[config.mk]
export PLATFORM = sky130hd
export DESIGN_NAME = pac_move_ctrl_flat
export DESIGN_NICKNAME = d
export VERILOG_FILES = /design/src/rtl/pac_move_if.sv /design/src/rtl/pac_move_ctrl.sv /design/src/flat_wrapper.sv
export SDC_FILE = /design/constraint.sdc
export NUM_CORES = 1
export LEC_CHECK = 0
export CORE_MARGIN = 2
export CORE_UTILIZATION = 40
export CTS_CLUSTER_SIZE = 28
export DETAILED_ROUTE_END_ITERATION = 8
export PLACE_DENSITY = 0.58
export SLEW_MARGIN = 20
export SYNTH_ARGS = -nofsm -noshare
export SYNTH_HDL_FRONTEND = slang
export SYNTH_SLANG_ARGS = --single-unit
[constraint.sdc]
create_clock -name clk -period 10.95 [get_ports clk]
set_clock_uncertainty 0.15 [all_clocks]
set_input_delay 1.6425 -clock clk [delete_from_list [all_inputs] [get_ports clk]]
set_output_delay 1.6425 -clock clk [all_outputs]
set_load 0.005 [all_outputs]
[src/rtl/pac_move_if.sv]
// pac_move_if: command inputs, map ROM port and sprite state of the Pac-Man move controller.
interface pac_move_if;
  logic        frame_tick;
  logic [4:0]  key_code;
  logic        key_ready;
  logic [7:0]  ps2_code;
  logic        ps2_ready;
  logic [10:0] map_addr;
  logic        map_rd;
  logic        map_wall;
  logic [9:0]  pac_x;
  logic [8:0]  pac_y;
  logic [2:0]  dir;
  logic        moving;
  logic        busy;
  modport master (
    input  frame_tick, key_code, key_ready, ps2_code, ps2_ready, map_wall,
    output map_addr, map_rd, pac_x, pac_y, dir, moving, busy
  );
  modport slave (
    output frame_tick, key_code, key_ready, ps2_code, ps2_ready, map_wall,
    input  map_addr, map_rd, pac_x, pac_y, dir, moving, busy
  );
endinterface

[src/rtl/pac_move_ctrl.sv]
// pac_move_ctrl: per-frame Pac-Man movement with buffered turns, wall checks and tunnel wrap.
module pac_move_ctrl #(
  parameter int STEP   = 2,
  parameter int X_INIT = 30,
  parameter int Y_INIT = 146,
  parameter int X_MAX  = 608,
  parameter int Y_MAX  = 448
) (
  input logic         clk,
  input logic         rst,
  pac_move_if.master  io
);
  typedef enum logic [1:0] {IDLE, CHK_A, CHK_B, DECIDE} state_t;
  localparam logic [9:0] STP = 10'(STEP);
  localparam logic [9:0] XM  = 10'(X_MAX);
  localparam logic [9:0] YM  = 10'(Y_MAX);
  state_t      state_q, state_d;
  logic [9:0]  x_q, x_d;
  logic [8:0]  y_q, y_d;
  logic [2:0]  dir_q, dir_d, next_dir_q, next_dir_d, cand_q, cand_d;
  logic        from_next_q, from_next_d, moving_q, moving_d, wall_a_q, wall_a_d;
  logic        tick_q, tick_d, kr_q, pr_q;
  logic [2:0]  key_dir, ps2_dir, cmd, pick;
  logic [9:0]  y10, nx, ny, ax, ay, bx, by;
  logic        wrap, oob, skip, wall_now;
  function automatic logic [10:0] tile_addr(input logic [9:0] cx, input logic [9:0] cy);
    tile_addr = (({1'b0, cy} >> 4) << 5) + (({1'b0, cy} >> 4) << 3) + ({1'b0, cx} >> 4);
  endfunction
  always_comb begin
    key_dir = io.key_code == 5'h0c ? 3'd1 : io.key_code == 5'h0e ? 3'd2 :
              io.key_code == 5'h09 ? 3'd3 : io.key_code == 5'h11 ? 3'd4 : 3'd0;
    ps2_dir = io.ps2_code == 8'h6b ? 3'd1 : io.ps2_code == 8'h74 ? 3'd2 :
              io.ps2_code == 8'h75 ? 3'd3 : io.ps2_code == 8'h72 ? 3'd4 : 3'd0;
    cmd = (io.key_ready && !kr_q && key_dir != 3'd0) ? key_dir :
          (io.ps2_ready && !pr_q) ? ps2_dir : 3'd0;
  end
  // Candidate position and the two leading-edge corners for the attempted direction
  always_comb begin
    y10  = {1'b0, y_q};
    wrap = (cand_q == 3'd1 && x_q < STP) || (cand_q == 3'd2 && x_q + STP > XM);
    oob  = (cand_q == 3'd3 && y10 < STP) || (cand_q == 3'd4 && y10 + STP > YM);
    skip = wrap || oob;
    nx   = cand_q == 3'd1 ? (wrap ? XM : x_q - STP) :
           cand_q == 3'd2 ? (wrap ? 10'd0 : x_q + STP) : x_q;
    ny   = cand_q == 3'd3 ? y10 - STP : cand_q == 3'd4 ? y10 + STP : y10;
    ax   = cand_q == 3'd2 ? nx + 10'd31 : nx;
    bx   = cand_q != 3'd1 ? nx + 10'd31 : nx;
    ay   = cand_q == 3'd4 ? ny + 10'd31 : ny;
    by   = cand_q != 3'd3 ? ny + 10'd31 : ny;
    wall_now = skip ? oob : io.map_wall;
  end
  assign io.map_rd   = (state_q == CHK_A || state_q == CHK_B) && !skip;
  assign io.map_addr = state_q == CHK_A ? tile_addr(ax, ay) :
                       state_q == CHK_B ? tile_addr(bx, by) : 11'd0;
  assign io.pac_x    = x_q;
  assign io.pac_y    = y_q;
  assign io.dir      = dir_q;
  assign io.moving   = moving_q;
  assign io.busy     = state_q != IDLE;
  assign tick_d      = io.frame_tick && state_q == IDLE;
  assign pick        = next_dir_q != 3'd0 ? next_dir_q : dir_q;
  always_comb begin
    state_d     = state_q;
    x_d         = x_q;
    y_d         = y_q;
    dir_d       = dir_q;
    next_dir_d  = next_dir_q;
    cand_d      = cand_q;
    from_next_d = from_next_q;
    moving_d    = moving_q;
    wall_a_d    = wall_a_q;
    case (state_q)
      IDLE: if (tick_q) begin
        moving_d    = 1'b0;
        cand_d      = pick;
        from_next_d = next_dir_q != 3'd0;
        state_d     = pick != 3'd0 ? CHK_A : IDLE;
      end
      CHK_A: state_d = CHK_B;
      CHK_B: begin
        wall_a_d = wall_now;
        state_d  = DECIDE;
      end
      DECIDE: if (!wall_a_q && !wall_now) begin
        x_d        = nx;
        y_d        = ny[8:0];
        dir_d      = cand_q;
        moving_d   = 1'b1;
        next_dir_d = from_next_q ? 3'd0 : next_dir_q;
        state_d    = IDLE;
      end else if (from_next_q && dir_q != 3'd0) begin
        cand_d      = dir_q;
        from_next_d = 1'b0;
        state_d     = CHK_A;
      end else begin
        moving_d = 1'b0;
        state_d  = IDLE;
      end
    endcase
    if (cmd != 3'd0) next_dir_d = cmd;
  end
  always_ff @(posedge clk) begin
    if (!rst) begin
      state_q     <= IDLE;
      x_q         <= 10'(X_INIT);
      y_q         <= 9'(Y_INIT);
      dir_q       <= 3'd0;
      next_dir_q  <= 3'd0;
      cand_q      <= 3'd0;
      from_next_q <= 1'b0;
      moving_q    <= 1'b0;
      wall_a_q    <= 1'b0;
      tick_q      <= 1'b0;
      kr_q        <= 1'b0;
      pr_q        <= 1'b0;
    end else begin
      state_q     <= state_d;
      x_q         <= x_d;
      y_q         <= y_d;
      dir_q       <= dir_d;
      next_dir_q  <= next_dir_d;
      cand_q      <= cand_d;
      from_next_q <= from_next_d;
      moving_q    <= moving_d;
      wall_a_q    <= wall_a_d;
      tick_q      <= tick_d;
      kr_q        <= io.key_ready;
      pr_q        <= io.ps2_ready;
    end
  end
endmodule
[src/flat_wrapper.sv]
// flat-port wrapper written by rule: the top's interface ports become plain ports
module pac_move_ctrl_flat 
#(
  parameter int STEP   = 2,
  parameter int X_INIT = 30,
  parameter int Y_INIT = 146,
  parameter int X_MAX  = 608,
  parameter int Y_MAX  = 448
)
  (clk, rst, io_frame_tick, io_key_code, io_key_ready, io_ps2_code, io_ps2_ready, io_map_wall, io_map_addr, io_map_rd, io_pac_x, io_pac_y, io_dir, io_moving, io_busy);
  pac_move_if io_i ();
  input logic clk;
  input logic rst;
  input wire logic [$bits(io_i.frame_tick)-1:0] io_frame_tick;
  input wire logic [$bits(io_i.key_code)-1:0] io_key_code;
  input wire logic [$bits(io_i.key_ready)-1:0] io_key_ready;
  input wire logic [$bits(io_i.ps2_code)-1:0] io_ps2_code;
  input wire logic [$bits(io_i.ps2_ready)-1:0] io_ps2_ready;
  input wire logic [$bits(io_i.map_wall)-1:0] io_map_wall;
  output wire logic [$bits(io_i.map_addr)-1:0] io_map_addr;
  output wire logic [$bits(io_i.map_rd)-1:0] io_map_rd;
  output wire logic [$bits(io_i.pac_x)-1:0] io_pac_x;
  output wire logic [$bits(io_i.pac_y)-1:0] io_pac_y;
  output wire logic [$bits(io_i.dir)-1:0] io_dir;
  output wire logic [$bits(io_i.moving)-1:0] io_moving;
  output wire logic [$bits(io_i.busy)-1:0] io_busy;
  assign io_i.frame_tick = io_frame_tick;
  assign io_i.key_code = io_key_code;
  assign io_i.key_ready = io_key_ready;
  assign io_i.ps2_code = io_ps2_code;
  assign io_i.ps2_ready = io_ps2_ready;
  assign io_i.map_wall = io_map_wall;
  assign io_map_addr = io_i.map_addr;
  assign io_map_rd = io_i.map_rd;
  assign io_pac_x = io_i.pac_x;
  assign io_pac_y = io_i.pac_y;
  assign io_dir = io_i.dir;
  assign io_moving = io_i.moving;
  assign io_busy = io_i.busy;
  pac_move_ctrl #(.STEP(STEP), .X_INIT(X_INIT), .Y_INIT(Y_INIT), .X_MAX(X_MAX), .Y_MAX(Y_MAX)) u_core (.clk(clk), .rst(rst), .io(io_i));
endmodule
==> results.py <==
metrics = {
    "logic_synthesis": {
        "ys.warnings.count": 0,
        "async_flop_share": 0,
        "yosysUniqueCellTypes": 82,
        "yosysTopAreaCell": "dfxtp_1",
        "synth_edf_count": 0,
        "synth_top_area_frac": 0.161,
        "syn_nets": 634,
        "synth_cells": 580,
        "synth.area.top_cells": "dfxtp_1 16%, ha_1 8.9%, xnor2_1 5.2%",
        "ys_ff_latch": 35,
        "syn_area_um2": 4370,
        "yosysSeqAreaShare": 0.161,
        "syn_area_per_cell_um2": 7.53,
        "synth_ff_type": "dfxtp_1",
    },
    "clock_tree": {
        "clk_path_buf_depth": 2,
        "h-tree-depth": 2,
        "clockRootBuffer": "clkbuf_8",
        "cts-buffers-inserted": 5,
        "cts_sinks": 35,
        "clkTransAtPathRegs_ps": 100,
        "clock_latency_ps": 310,
        "post_cts_buffers": 0,
        "post_cts_resize_count": 0,
        "cts_tree": "done",
        "ctsHoldBuffers": 0,
    },
    "layout": {
        "final_cell_area_um2": 4940,
        "fillCellCount": 1113,
        "area_growth_pct": 13.3,
        "diodes": 0,
        "multiInputGateArea_um2": 3340,
        "fin_nets": 651,
        "postLayoutCoreUtil": 0.460,
        "final_cells": 738,
        "regArea_um2": 701,
        "layout-drive-gt1-share": 0.0585,
        "final_cell_mix": "53 x nor2_1, 53 x clkdlybuf4s50_1, 45 x nand2_1",
    },
    "run": {
        "maxCapViolCount": 0,
    },
    "hold_path": {
        "hold_depth": 2,
        "min_from": "u_core.from_next_q",
        "hp-class": "reg -> reg",
        "hold_path_end": "u_core.from_next_q",
    },
    "sta": {
        "finalSetupViolCount": 0,
        "rsz0062_at_grt": "false",
        "setup_tns_ps": 0,
        "holdWs_ps": 362,
        "final.setup.worst_slack_ps": 3070,
        "maxSlewViolCount": 0,
        "final.period_utilization": 0.720,
        "slew_headroom": 0.416,
        "fmax_ghz": 0.127,
        "min_period_ps": 7880,
        "worstMarginPinSlew_ps": 875,
        "hold_violations": 0,
    },
    "global_routing": {
        "grt_antenna_before_repair": 0,
        "gr-max-usage-layer": "met2",
        "grt_usage": 0.211,
        "met1_usage": 0.299,
        "grt_first_pass_wirelength_um": 20100,
        "first_global_vias": 4052,
        "grt.overflow.total": 0,
        "grt_max_degree": 31,
        "grt_use_met2": 0.331,
        "use_met3": 0.0283,
    },
    "floorplan": {
        "start_util": 0.406,
        "ioPinCount": 55,
        "row_count": 38,
        "fp.dieW_um": 108,
        "core_um2": 10700,
        "dieHeight_um": 108,
        "die_area_um2": 11800,
    },
    "critical_path": {
        "critPathRequiredTime_ps": 9160,
        "crit_path_start": "u_core.cand_q[1]",
        "setup.worst_path.end_class": "output pin",
        "rrSetupSlack_ps": 6810,
        "r2r_cells": 9,
        "reg2reg_from": "u_core.cand_q[1]",
        "cp.arrival_ps": 6090,
        "start_kind": "flip-flop",
        "rr_endpoint": "u_core.cand_q[0]",
        "crit_type": "reg -> out",
        "critical_path.max_fanout": 20,
    },
    "routing": {
        "drt-initial-drc-count": 445,
        "drc": 0,
        "wire_per_inst_um": 16.2,
        "vias": 4311,
        "drtPass1Iterations": 5,
        "antenna_left": 0,
        "wl_um": 12000,
        "via_per_inst": 5.84,
    },
    "placement": {
        "hpwl_um": 8870,
        "placed_area_um2": 4850,
        "io_buffer_count": 53,
        "dp_slack_ps": 3420,
        "place_inst": 730,
        "gp_congestion": 0.928,
    },
    "power_and_ir_drop": {
        "power_density_nw_per_um2": 80.1,
        "leakagePower_nw": 1.86,
        "p_total_mw": 0.396,
        "peakVddDrop_mv": 0.0579,
    },
    "status": {
        "status": "finished clean",
    },
}
[logic make-up after synthesis]
group	share of synthesized area
adder cells (fa/ha/maj)	0.107
AND/OR/NAND/NOR	0.272
other	0.000859
AO/OA/AOI/OAI	0.267
flip-flops	0.161
multiplexers	0.0255
XOR/XNOR	0.0920
buffers and inverters	0.0751
[per-layer routing]
layer	part of all wire	wire, um	vias to the layer above
li1	-	-	2153
met1	0.48	5720	1993
met2	0.44	5290	145
met3	0.061	730	20
met4	0.018	216	0
met5	0	0	-
[worst max path at each step]
stage                      endpoint  slack (ps)
finish              io_map_addr[10]        3070
global route        io_map_addr[10]        2650
CTS                 io_map_addr[10]        3070
detailed placement  io_map_addr[10]        3420
global placement     io_map_addr[9]        3470
floorplan            io_map_addr[9]        4770
[registers in the layout, indices dropped and copies added (netlist names), 2 cells and up]
register           cells
u_core.io.dir          3
u_core.state_q         2
u_core.cand_q          3
u_core.next_dir_q      3
u_core.io.pac_y        8
u_core.io.pac_x       10
[synth_stat cells, drive strengths merged (13+ instances only)]
cell type	n
and3	13
clkbuf	18
nor2	53
xor2	19
dfxtp	35
o21ai	42
xnor2	26
nor2b	16
buf	27
inv	25
nor3	13
a21oi	34
nand2	45
nand3	18
ha	31
[power breakdown]
group          total (mW)  switching [mW]  internal (mW)
sequential          0.139         0.00648          0.133
clock               0.107          0.0610         0.0457
combinational       0.150          0.0740         0.0762
[worst max-delay path, stage by stage, from the launching register on]
cell and delay (ps):
dfxtp_1 740, and3b_1 680, a22oi_1 230, xnor2_1 200
a311oi_1 580, nor2_1 120, xor2_1 200, a21oi_1 300
xnor2_1 140, fa_1 560, inv_1 80, fa_1 470
a21o_1 190, a21oi_1 220, o21bai_1 90, a21oi_1 190
xor2_1 90, o211ai_1 170, clkdlybuf4s50_1 520
[layout make-up]
type,count,area share
clock buffers,5,0.0139
inverters,25,0.0190
flip-flops and latches,35,0.142
repair buffers,55,0.110
multi-input cells,475,0.675
well taps,140,0.0354
clock inverters,3,0.00481
(Power assumes the default switching activity.)
